### config.mk
export PLATFORM = sky130hd
export DESIGN_NAME = init_reset_sequencer
export DESIGN_NICKNAME = d
export VERILOG_FILES = /design/src/rtl/init_reset_sequencer.sv
export SDC_FILE = /design/constraint.sdc
export NUM_CORES = 1
export LEC_CHECK = 0
export CAP_MARGIN = 0
export CORE_ASPECT_RATIO = 1.5
export CORE_MARGIN = 2
export CORE_UTILIZATION = 35
export DETAILED_ROUTE_END_ITERATION = 10
export PLACE_DENSITY = 0.51
export SLEW_MARGIN = 25
export SYNTH_ARGS = -nofsm -noshare
export SYNTH_HDL_FRONTEND = slang
export SYNTH_SLANG_ARGS = --single-unit
### constraint.sdc
create_clock -name CLK -period 4.5 [get_ports CLK]
set_input_delay 0.9 -clock CLK [delete_from_list [all_inputs] [get_ports CLK]]
set_output_delay 0.9 -clock CLK [all_outputs]
set_load 0.02 [all_outputs]
### src/rtl/init_reset_sequencer.sv
// Power-up reset sequencer: synchronizes init-monitor, PLL and DDR status, then releases
// fabric/DDR reset followed by core/bridge reset, guarded by a lock window and DDR timeout.
//
// state     | meaning
// IDLE      | one-cycle start after reset or retry
// WAIT_INIT | waiting for POR, device init and I/O calibration done
// WAIT_LOCK | qualifying PLL lock for LOCK_CYCLES consecutive cycles
// DDR_REL   | fabric and DDR released, settling delay
// WAIT_DDR  | waiting for DDR ready, bounded by DDR_TIMEOUT
// CPU_REL   | DDR ready seen, delay before core release
// RUN       | all domains released
// FAULT     | DDR timed out; all resets asserted until RETRY
module init_reset_sequencer #(
  parameter int SYNC_STAGES   = 2,
  parameter int LOCK_CYCLES   = 16,
  parameter int RELEASE_DELAY = 8,
  parameter int DDR_TIMEOUT   = 1048576,
  parameter int CNT_W         = 21
) (
  input  logic       CLK,
  input  logic       RESET,
  input  logic       FABRIC_POR_N,
  input  logic       DEVICE_INIT_DONE,
  input  logic       AUTOCALIB_DONE,
  input  logic       PLL_LOCK,
  input  logic       DDR_READY,
  input  logic       RETRY,
  output logic       FABRIC_RESET_N,
  output logic       DDR_RESET_N,
  output logic       CPU_RESET_N,
  output logic       INIT_DONE,
  output logic       INIT_FAULT,
  output logic [2:0] STATE
);

  typedef enum logic [2:0] {
    S_IDLE      = 3'd0,
    S_WAIT_INIT = 3'd1,
    S_WAIT_LOCK = 3'd2,
    S_DDR_REL   = 3'd3,
    S_WAIT_DDR  = 3'd4,
    S_CPU_REL   = 3'd5,
    S_RUN       = 3'd6,
    S_FAULT     = 3'd7
  } state_e;

  localparam logic [CNT_W-1:0] LOCK_TC = CNT_W'(LOCK_CYCLES - 1);
  localparam logic [CNT_W-1:0] REL_TC  = CNT_W'(RELEASE_DELAY - 1);
  localparam logic [CNT_W-1:0] TMO_TC  = CNT_W'(DDR_TIMEOUT - 1);

  // bit order: {DDR_READY, PLL_LOCK, AUTOCALIB_DONE, DEVICE_INIT_DONE, FABRIC_POR_N}
  logic [4:0] sync_q [SYNC_STAGES];
  logic       por_s, init_s, cal_s, lock_s, ddr_rdy_s;

  state_e           state_q, state_d;
  logic [CNT_W-1:0] cnt_q, cnt_d, cnt_inc;
  logic             rel_d, run_d, fault_d;

  always_ff @(posedge CLK) begin
    if (RESET) begin
      for (int i = 0; i < SYNC_STAGES; i++) sync_q[i] <= '0;
    end else begin
      sync_q[0] <= {DDR_READY, PLL_LOCK, AUTOCALIB_DONE, DEVICE_INIT_DONE, FABRIC_POR_N};
      for (int i = 1; i < SYNC_STAGES; i++) sync_q[i] <= sync_q[i-1];
    end
  end

  assign por_s     = sync_q[SYNC_STAGES-1][0];
  assign init_s    = sync_q[SYNC_STAGES-1][1];
  assign cal_s     = sync_q[SYNC_STAGES-1][2];
  assign lock_s    = sync_q[SYNC_STAGES-1][3];
  assign ddr_rdy_s = sync_q[SYNC_STAGES-1][4];

  always_comb begin
    state_d = state_q;
    cnt_d   = cnt_q;
    cnt_inc = cnt_q + CNT_W'(1);
    case (state_q)
      S_IDLE: begin
        state_d = S_WAIT_INIT;
        cnt_d   = '0;
      end
      S_WAIT_INIT: begin
        cnt_d = '0;
        if (por_s && init_s && cal_s) state_d = S_WAIT_LOCK;
      end
      S_WAIT_LOCK: begin
        if (!lock_s) begin
          cnt_d = '0;
        end else if (cnt_q == LOCK_TC) begin
          state_d = S_DDR_REL;
          cnt_d   = '0;
        end else begin
          cnt_d = cnt_inc;
        end
      end
      S_DDR_REL: begin
        if (cnt_q == REL_TC) begin
          state_d = S_WAIT_DDR;
          cnt_d   = '0;
        end else begin
          cnt_d = cnt_inc;
        end
      end
      S_WAIT_DDR: begin
        // ready is checked first so it beats a same-cycle timeout
        if (ddr_rdy_s) begin
          state_d = S_CPU_REL;
          cnt_d   = '0;
        end else if (cnt_q == TMO_TC) begin
          state_d = S_FAULT;
          cnt_d   = '0;
        end else begin
          cnt_d = cnt_inc;
        end
      end
      S_CPU_REL: begin
        if (cnt_q == REL_TC) begin
          state_d = S_RUN;
          cnt_d   = '0;
        end else begin
          cnt_d = cnt_inc;
        end
      end
      S_RUN: begin
        state_d = S_RUN;
      end
      S_FAULT: begin
        if (RETRY) state_d = S_IDLE;
      end
      default: begin
        state_d = S_IDLE;
        cnt_d   = '0;
      end
    endcase

    if (!por_s && state_q != S_IDLE && state_q != S_WAIT_INIT) begin
      state_d = S_IDLE;
      cnt_d   = '0;
    end else if (!lock_s && state_q inside {S_DDR_REL, S_WAIT_DDR, S_CPU_REL, S_RUN}) begin
      state_d = S_WAIT_LOCK;
      cnt_d   = '0;
    end

    rel_d   = state_d inside {S_DDR_REL, S_WAIT_DDR, S_CPU_REL, S_RUN};
    run_d   = (state_d == S_RUN);
    fault_d = (state_d == S_FAULT);
  end

  // outputs decode the next state so they move on the same edge as STATE
  always_ff @(posedge CLK) begin
    if (RESET) begin
      state_q        <= S_IDLE;
      cnt_q          <= '0;
      FABRIC_RESET_N <= 1'b0;
      DDR_RESET_N    <= 1'b0;
      CPU_RESET_N    <= 1'b0;
      INIT_DONE      <= 1'b0;
      INIT_FAULT     <= 1'b0;
    end else begin
      state_q        <= state_d;
      cnt_q          <= cnt_d;
      FABRIC_RESET_N <= rel_d;
      DDR_RESET_N    <= rel_d;
      CPU_RESET_N    <= run_d;
      INIT_DONE      <= run_d;
      INIT_FAULT     <= fault_d;
    end
  end

  assign STATE = state_q;

endmodule

==> summary.txt, run 1 <==
Run status
  • Status: finished clean

Placement
  • Number of port buffers: 15
  • GPL Wtd Cong: approximately 0.77
  • DP Area: ~2100 sq um
  • DP HPWL: approximately 3.4 mm

Timing
  • Max Slew Vio Count: 0
  • RSZ-0062 raised after global routing: false
  • # setup viols final: 0
  • Minimum clock period: approximately 2700 ps
  • Rel. slew slack: 0.357
  • Final hold vios: 0
  • Max Clk Rate: between 300 and 400 MHz
  • Final Cycle Share: 0.603
  • Clock Skews: between 10 and 15 ps
  • Setup tns final: 0 ps
  • Least-Margin Pin Slew: just under 1000 ps

Synth
  • Synth warn: 0
  • Post-Synthesis Cells: between 200 and 250
  • Synth Area in Compound Gates: 0.209
  • Synthesized flop and latch total: 37
  • Top FF cell, synth: dfxtp_1
  • Ys async rst share: 0
  • Largest family of logic cells by synthesized area: simple AND/OR/NAND/NOR gates
  • Synth area leader: dfxtp_1
  • Post-synth EDFFs: 0
  • Adder and majority gate portion of the synthesized area: 0.00643
  • Top cells by count, synth: dfxtp_1 (37), nand2_1 (20), nor2_1 (17)
  • Post-Synth Simple-Gate Area: 0.327
  • Multiplexer share of the synthesized area: 0.0109
  • Most frequent cell after synthesis: dfxtp_1
  • Xor-xnor portion of the synthesized cell area: 0.0225
  • Synth Cell Area: between 1500 and 2000 sq um
  • Area fraction of the dominant cell type after synthesis: 0.381
  • Syn avg cell area: slightly above 8 sq um
  • Syn Nets: 244
  • Synth cell types: 55
  • Ranking of synthesized cells by area: dfxtp_1 (38%), a21o_1 (3.9%), nand2_1 (3.9%), nand3_1 (3.6%), nor2_1 (3.3%)
  • Register area share after synthesis: 0.381

Routing
  • DR WL/cell: ~15 microns
  • DR vias/cell: around 5.5
  • Drt total wl: between 4 and 5 mm
  • Vias post-DR: between 1500 and 2000
  • Remaining DRCs: 0
  • DR pass1 iterations: 4
  • Remaining antenna violation count: 0
  • Initial DRC count: 45

Floorplanning
  • Die Y: ~95 microns
  • Io pins: 16
  • Num rows: 33
  • Initial Util: 0.360
  • Die Wd: approximately 65 microns
  • Core Area: 5410 sq um
  • Die area: just over 6000 sq um

GRT
  • First-pass GRT wire length: between 7 and 8 mm
  • GR Overflow Total: 0
  • Vias in the first global route: around 1600
  • Antenna violations before repair: 0
  • All-Layer GR Usage: 0.165
  • Largest net degree at the start of global routing: 24

Worst setup path
  • Critical-path cell list: ha_1 > and2_1 > and4_1 > a21oi_1 > o31ai_4 > o21ai_1 > a21o_1
  • Critical Path Max Stage Delay: approximately 800 ps
  • Slowest cell on the critical path: o31ai_4
  • CP max FO: 23
  • Setup crit end kind: flop
  • Kind of critical path: flop to flop
  • Startpoint Class: flop
  • Worst EP required: 4700 ps
  • Reg-to-reg slack, setup: ~1800 ps
  • Worst Path Arrival: between 2000 and 3000 ps

Job
  • Max-cap violations: 0

Finish
  • Layout cells sized above 1: 0.0810
  • Nets: approximately 260
  • Finished Core Util: 0.410
  • Fill cell count: around 570
  • Final Cell Area: around 2200 sq um
  • Area Overhead vs Synth: 13.9%
  • ANT cells: 0

CTS
  • Max clock buf depth: 2
  • Clk_lat worst skew: roughly 300 ps
  • TritonCTS Buffers: 5
  • Htree depth: 2
  • Root Buffer: clkbuf_8
  • Buffers inserted by post-CTS timing repair: 0
  • Cts repair resizes: 0
  • Clock sink count: 37
  • Hold Buf Count CTS: 0
  • CTS tree: built
  • Worst-path clk slew: ~80 ps

Pwr
  • Power Dens Cells: about 270 nW/um^2
  • Static Leak: a little over 0.8 nW
  • Total power: 0.602 mW
  • Peak supply drop: around 120 uV

Worst hold path
  • Hold/Removal Path Class: flop to flop
[metrics by stage]
| step | hold slack [ps] | setup slack (ps) | cells |
|---|---|---|---|
| 4_1_cts | 446 | 1770 | 317 |
| 6_report | 439 | 1790 | 317 |
| 3_3_place_gp | 419 | 1570 | 309 |
| 5_1_grt | 459 | 1580 | 317 |
| 3_5_place_dp | 425 | 1510 | 309 |
| 2_1_floorplan | 414 | 2420 | 235 |
[power by group]
group | total [mW] | switching (mW) | internal [mW]
clock network | 0.248 | 0.136 | 0.112
registers | 0.336 | 0.00443 | 0.332
logic | 0.0179 | 0.00715 | 0.0107
[area by class of cell]
cell class / count / area [sq um] / share of cell area
clock buffer: 5 / 68.8 / 0.0311
timing repair buffer: 15 / 150 / 0.0678
clock inverter: 3 / 25.0 / 0.0113
inverter: 6 / 22.5 / 0.0102
multi-input combinational: 181 / 1120 / 0.506
tap: 70 / 87.6 / 0.0395
sequential: 37 / 741 / 0.334
[cell families (layout without fill, tap and decap cells)]
kind of cell,Yosys count,count (layout)
DFF,37,37
xor gates and xnor gates,5,5
muxes,2,2
AOI/OAI and AO/OA,60,60
and+or+nand+nor,113,113
adders and majority gates,1,1
buffers and inverters,17,29
[metal layers]
layer  global-route usage  up-vias  part of all wire
li1                     -      876                 -
met4                0.108        0             0.048
met5                    0        -                 0
met2                0.296       42              0.52
met3               0.0366       19             0.035
met1                0.169      800              0.40
[registers in the layout (all words and copies together), names as in the netlist]
register / flops
sync_q: 10
cnt_q: 21
INIT_DONE: 1
DDR_RESET_N: 1
STATE: 3
INIT_FAULT: 1
[cell usage in the layout, fill, tap and decap left out, types with 2 or more instances in the layout]
cell,count
dfxtp_1,37
nand2_1,20
nor2_1,17
clkdlybuf4s50_1,15
nand3_1,14
a21oi_1,12
o21ai_0,12
a21o_1,10
nor2b_1,10
nor3_1,8
or3_1,8
nand4_1,7
inv_1,6
and3_1,6
o21ai_1,5
clkbuf_8,5
nor4_1,4
xor2_1,3
a21boi_0,3
nand3b_1,2
and4_1,2
and2_1,2
nor4b_1,2
nor4_2,2
o311ai_0,2
xnor2_1,2
a21o_2,2
nor3b_1,2
[path summary, 6_finish.rpt]
check                             startpoint           end  cells past startpoint
worst max register to register      cnt_q[0]     cnt_q[12]                      7
worst min register to register  sync_q[0][1]  sync_q[0][6]                      1
worst max-delay path                cnt_q[0]     cnt_q[12]                      7
worst min-delay path            sync_q[0][1]  sync_q[0][6]                      1
[worst max-delay path, delay by kind of cell, from the launching register on]
family,cells,cell delay (ps)
AO/OA/AOI/OAI,4,1370
AND/OR/NAND/NOR,2,600
adder cells (fa/ha/maj),1,250
flip-flops,1,400
Power figures use the tool's default switching activity.
==> inputs of run 2 (changes only) <==
==> constraint.sdc (replaced) <==
create_clock -name CLK -period 2.5 [get_ports CLK]
set_input_delay 0.5 -clock CLK [delete_from_list [all_inputs] [get_ports CLK]]
set_output_delay 0.5 -clock CLK [all_outputs]
set_load 0.02 [all_outputs]
==> run 2 against run 1 <==
Design area increased by 4.3%. Combinational power rose by 89%. Clock power up 110%. Utilization is 1.8 points higher. Critical endpoint is now cnt_q[4]. Largest cell class unchanged. Highest routed layer unchanged.
==> summary.txt, run 2 (synthesis gave the netlist of run 1 again) <==
Finish
  • Nets: 263 (+3.1%)
  • Area Overhead vs Synth: 18.8%
  • Biggest register: cnt_q
  • Fill cell count: 581 (+2.8%)
  • Layout cells sized above 1: 0.106 (+0.0249)
  • Max reg flops: 21 (unchanged)
  • Commonest non-fill, non-tap cell in the layout: dfxtp_1
  • Most frequent cells in the layout: dfxtp_1 (37), nand2_1 (20), nor2_1 (17), clkdlybuf4s50_1 (15), nand3_1 (14)
  • ANT cells: 0 (unchanged)

Routing
  • DR vias/cell: 5.31 (-3.0%)
  • Drt total wl: 4.54 mm (-1.3%)
  • DR WL/cell: 14.0 microns (-3.8%)
  • DR pass1 iterations: 4 (unchanged)
  • Remaining DRCs: 0 (unchanged)
  • Vias post-DR: 1727 (-0.58%)
  • Initial DRC count: 69 (+53%)
  • Remaining antenna violation count: 0 (unchanged)

CTS
  • Clk_lat worst skew: 280 ps (-20 ps)
  • Max clock buf depth: 2 (unchanged)
  • Hold Buf Count CTS: 0 (unchanged)
  • Buffers inserted by post-CTS timing repair: 0 (unchanged)
  • Htree depth: 2 (unchanged)
  • Worst-path clk slew: 70 ps (about the same)
  • TritonCTS Buffers: 5 (unchanged)
  • CTS tree: built
  • Root Buffer: clkbuf_8
  • Clock sink count: 37 (unchanged)
  • Cts repair resizes: 0 (unchanged)

Floorplanning
  • Io pins: 16 (unchanged)
  • Die Y: 95.3 microns (unchanged)
  • Die area: 6180 sq um (unchanged)
  • Die Wd: 64.9 microns (unchanged)
  • Num rows: 33 (unchanged)
  • Core Area: 5410 sq um (unchanged)
  • Initial Util: 0.360 (unchanged)

Timing
  • Final WS setup: 202 ps (-1580 ps)
  • Hold WS: 442 ps (+3.05 ps)
  • Final hold vios: 0 (unchanged)
  • Max Clk Rate: 435 MHz (+18%)
  • Minimum clock period: 2300 ps (-417 ps)
  • Clock Skews: 5.36 ps (-5.80 ps)
  • Least-Margin Pin Slew: 489 ps (-473 ps)
  • Setup tns final: 0 ps (unchanged)
  • # setup viols final: 0 (unchanged)
  • Final Cycle Share: 0.919 (+0.316)
  • Max Slew Vio Count: 0 (unchanged)
  • RSZ-0062 raised after global routing: false
  • Rel. slew slack: 0.674 (+0.317)

GRT
  • GR Overflow Total: 0 (unchanged)
  • Largest net degree at the start of global routing: 24 (unchanged)
  • Antenna violations before repair: 0 (unchanged)
  • All-Layer GR Usage: 0.161 (-0.00337)
  • First-pass GRT wire length: 7.66 mm (-1.1%)
  • Vias in the first global route: 1637 (-0.73%)

Pwr
  • Power Dens Cells: 507 nW/um^2 (+86%)
  • Peak supply drop: 320 uV (+180%)
  • Static Leak: 0.883 nW (+7.5%)

Placement
  • Pre-CTS WS: 194 ps (-1320 ps)
  • Number of port buffers: 15 (unchanged)
  • GPL Wtd Cong: 0.832 (+8.3%)
  • DP HPWL: 3.47 mm (+2.5%)

Worst setup path
  • R2r endpoint: cnt_q[4]
  • Worst Setup EP: cnt_q[4]
  • Kind of critical path: flop to flop
  • Worst EP required: 2680 ps (-2020 ps)
  • Startpoint Class: flop
  • Setup crit end kind: flop
  • Crit path from: cnt_q[13]
  • R2R depth: 6 (-1)
  • Reg-to-Reg Start: cnt_q[13]
  • Worst Path Arrival: 2480 ps (-430 ps)
  • Reg-to-reg slack, setup: 200 ps (-1580 ps)
  • CP max FO: 12 (-48%)

Job
  • Max-cap violations: 0 (unchanged)

Run status
  • Status: finished clean

Worst hold path
  • Hold/Removal Path Class: flop to flop
## run 2: changes by cell type in the layout (fill, tap and decap cells not counted), sizes merged
cell	delta
bufinv	+1
clkinv	-1
clkbuf	+2
buf	+8
inv	-1
clkinvlp	-1
## run 2: metrics by stage
stage | cells | total power [mW] | util | instance area, sq um
2_1_floorplan | 235 | 0.634 | - | 1950
4_1_cts | 325 | 1.19 | 0.427 | 2310
5_1_grt | 325 | 1.21 | 0.427 | 2310
3_5_place_dp | 317 | 0.653 | 0.406 | 2190
6_report | 325 | 1.17 | 0.427 | 2310
3_3_place_gp | 317 | 0.653 | 0.406 | 2190
## run 2: cell type report
| class | instances | area (sq um) | area share |
|---|---|---|---|
| sequential | 37 | 741 | 0.321 |
| clock buffer | 7 | 86.3 | 0.0374 |
| timing repair buffer | 23 | 223 | 0.0964 |
| tap | 70 | 87.6 | 0.0379 |
| clock inverter | 1 | 30.0 | 0.0130 |
| inverter | 6 | 22.5 | 0.00975 |
| multi-input combinational | 181 | 1120 | 0.485 |
## run 2: power by group
part | switching, mW | internal (mW) | total [mW]
sequential | 0.00777 | 0.598 | 0.605
clock | 0.207 | 0.325 | 0.532
combinational | 0.0135 | 0.0205 | 0.0339
## run 2: metal layers
metal  wire length (microns)  vias to the layer above  track usage
li1                        -                      889            -
met1                    1810                      813        0.165
met2                    2570                       21        0.320
met3                     101                        4       0.0260
met4                      55                        0       0.0585
met5                       0                        -            0
## run 2: worst min-delay path by stage
stage,start,endpoint,slack (ps),depth (start not counted)
floorplan,sync_q[0][0],sync_q[0][5],410,1
global placement,sync_q[0][4],sync_q[0][9],420,1
detailed placement,sync_q[0][1],sync_q[0][6],430,1
CTS,sync_q[0][4],sync_q[0][9],450,1
global route,sync_q[0][2],sync_q[0][7],460,1
finish,sync_q[0][4],sync_q[0][9],440,1
## run 2: critical path, stage by stage, from the launching register on
cell	delay, ps
dfxtp_1	360
or4_4	560
nor3_4	240
a21oi_2	130
o31a_1	480
a21o_2	270
a21o_1	160
==> inputs of run 3 (changes only) <==
--- a/config.mk
+++ b/config.mk
@@ -11,7 +11,7 @@
 export CORE_UTILIZATION = 35
 export DETAILED_ROUTE_END_ITERATION = 10
 export PLACE_DENSITY = 0.51
-export SLEW_MARGIN = 25
+export SLEW_MARGIN = 30
 export SYNTH_ARGS = -nofsm -noshare
 export SYNTH_HDL_FRONTEND = slang
 export SYNTH_SLANG_ARGS = --single-unit
==> results of run 3 <==
The final DEF is identical to that of run 2; final timing and power are the same.
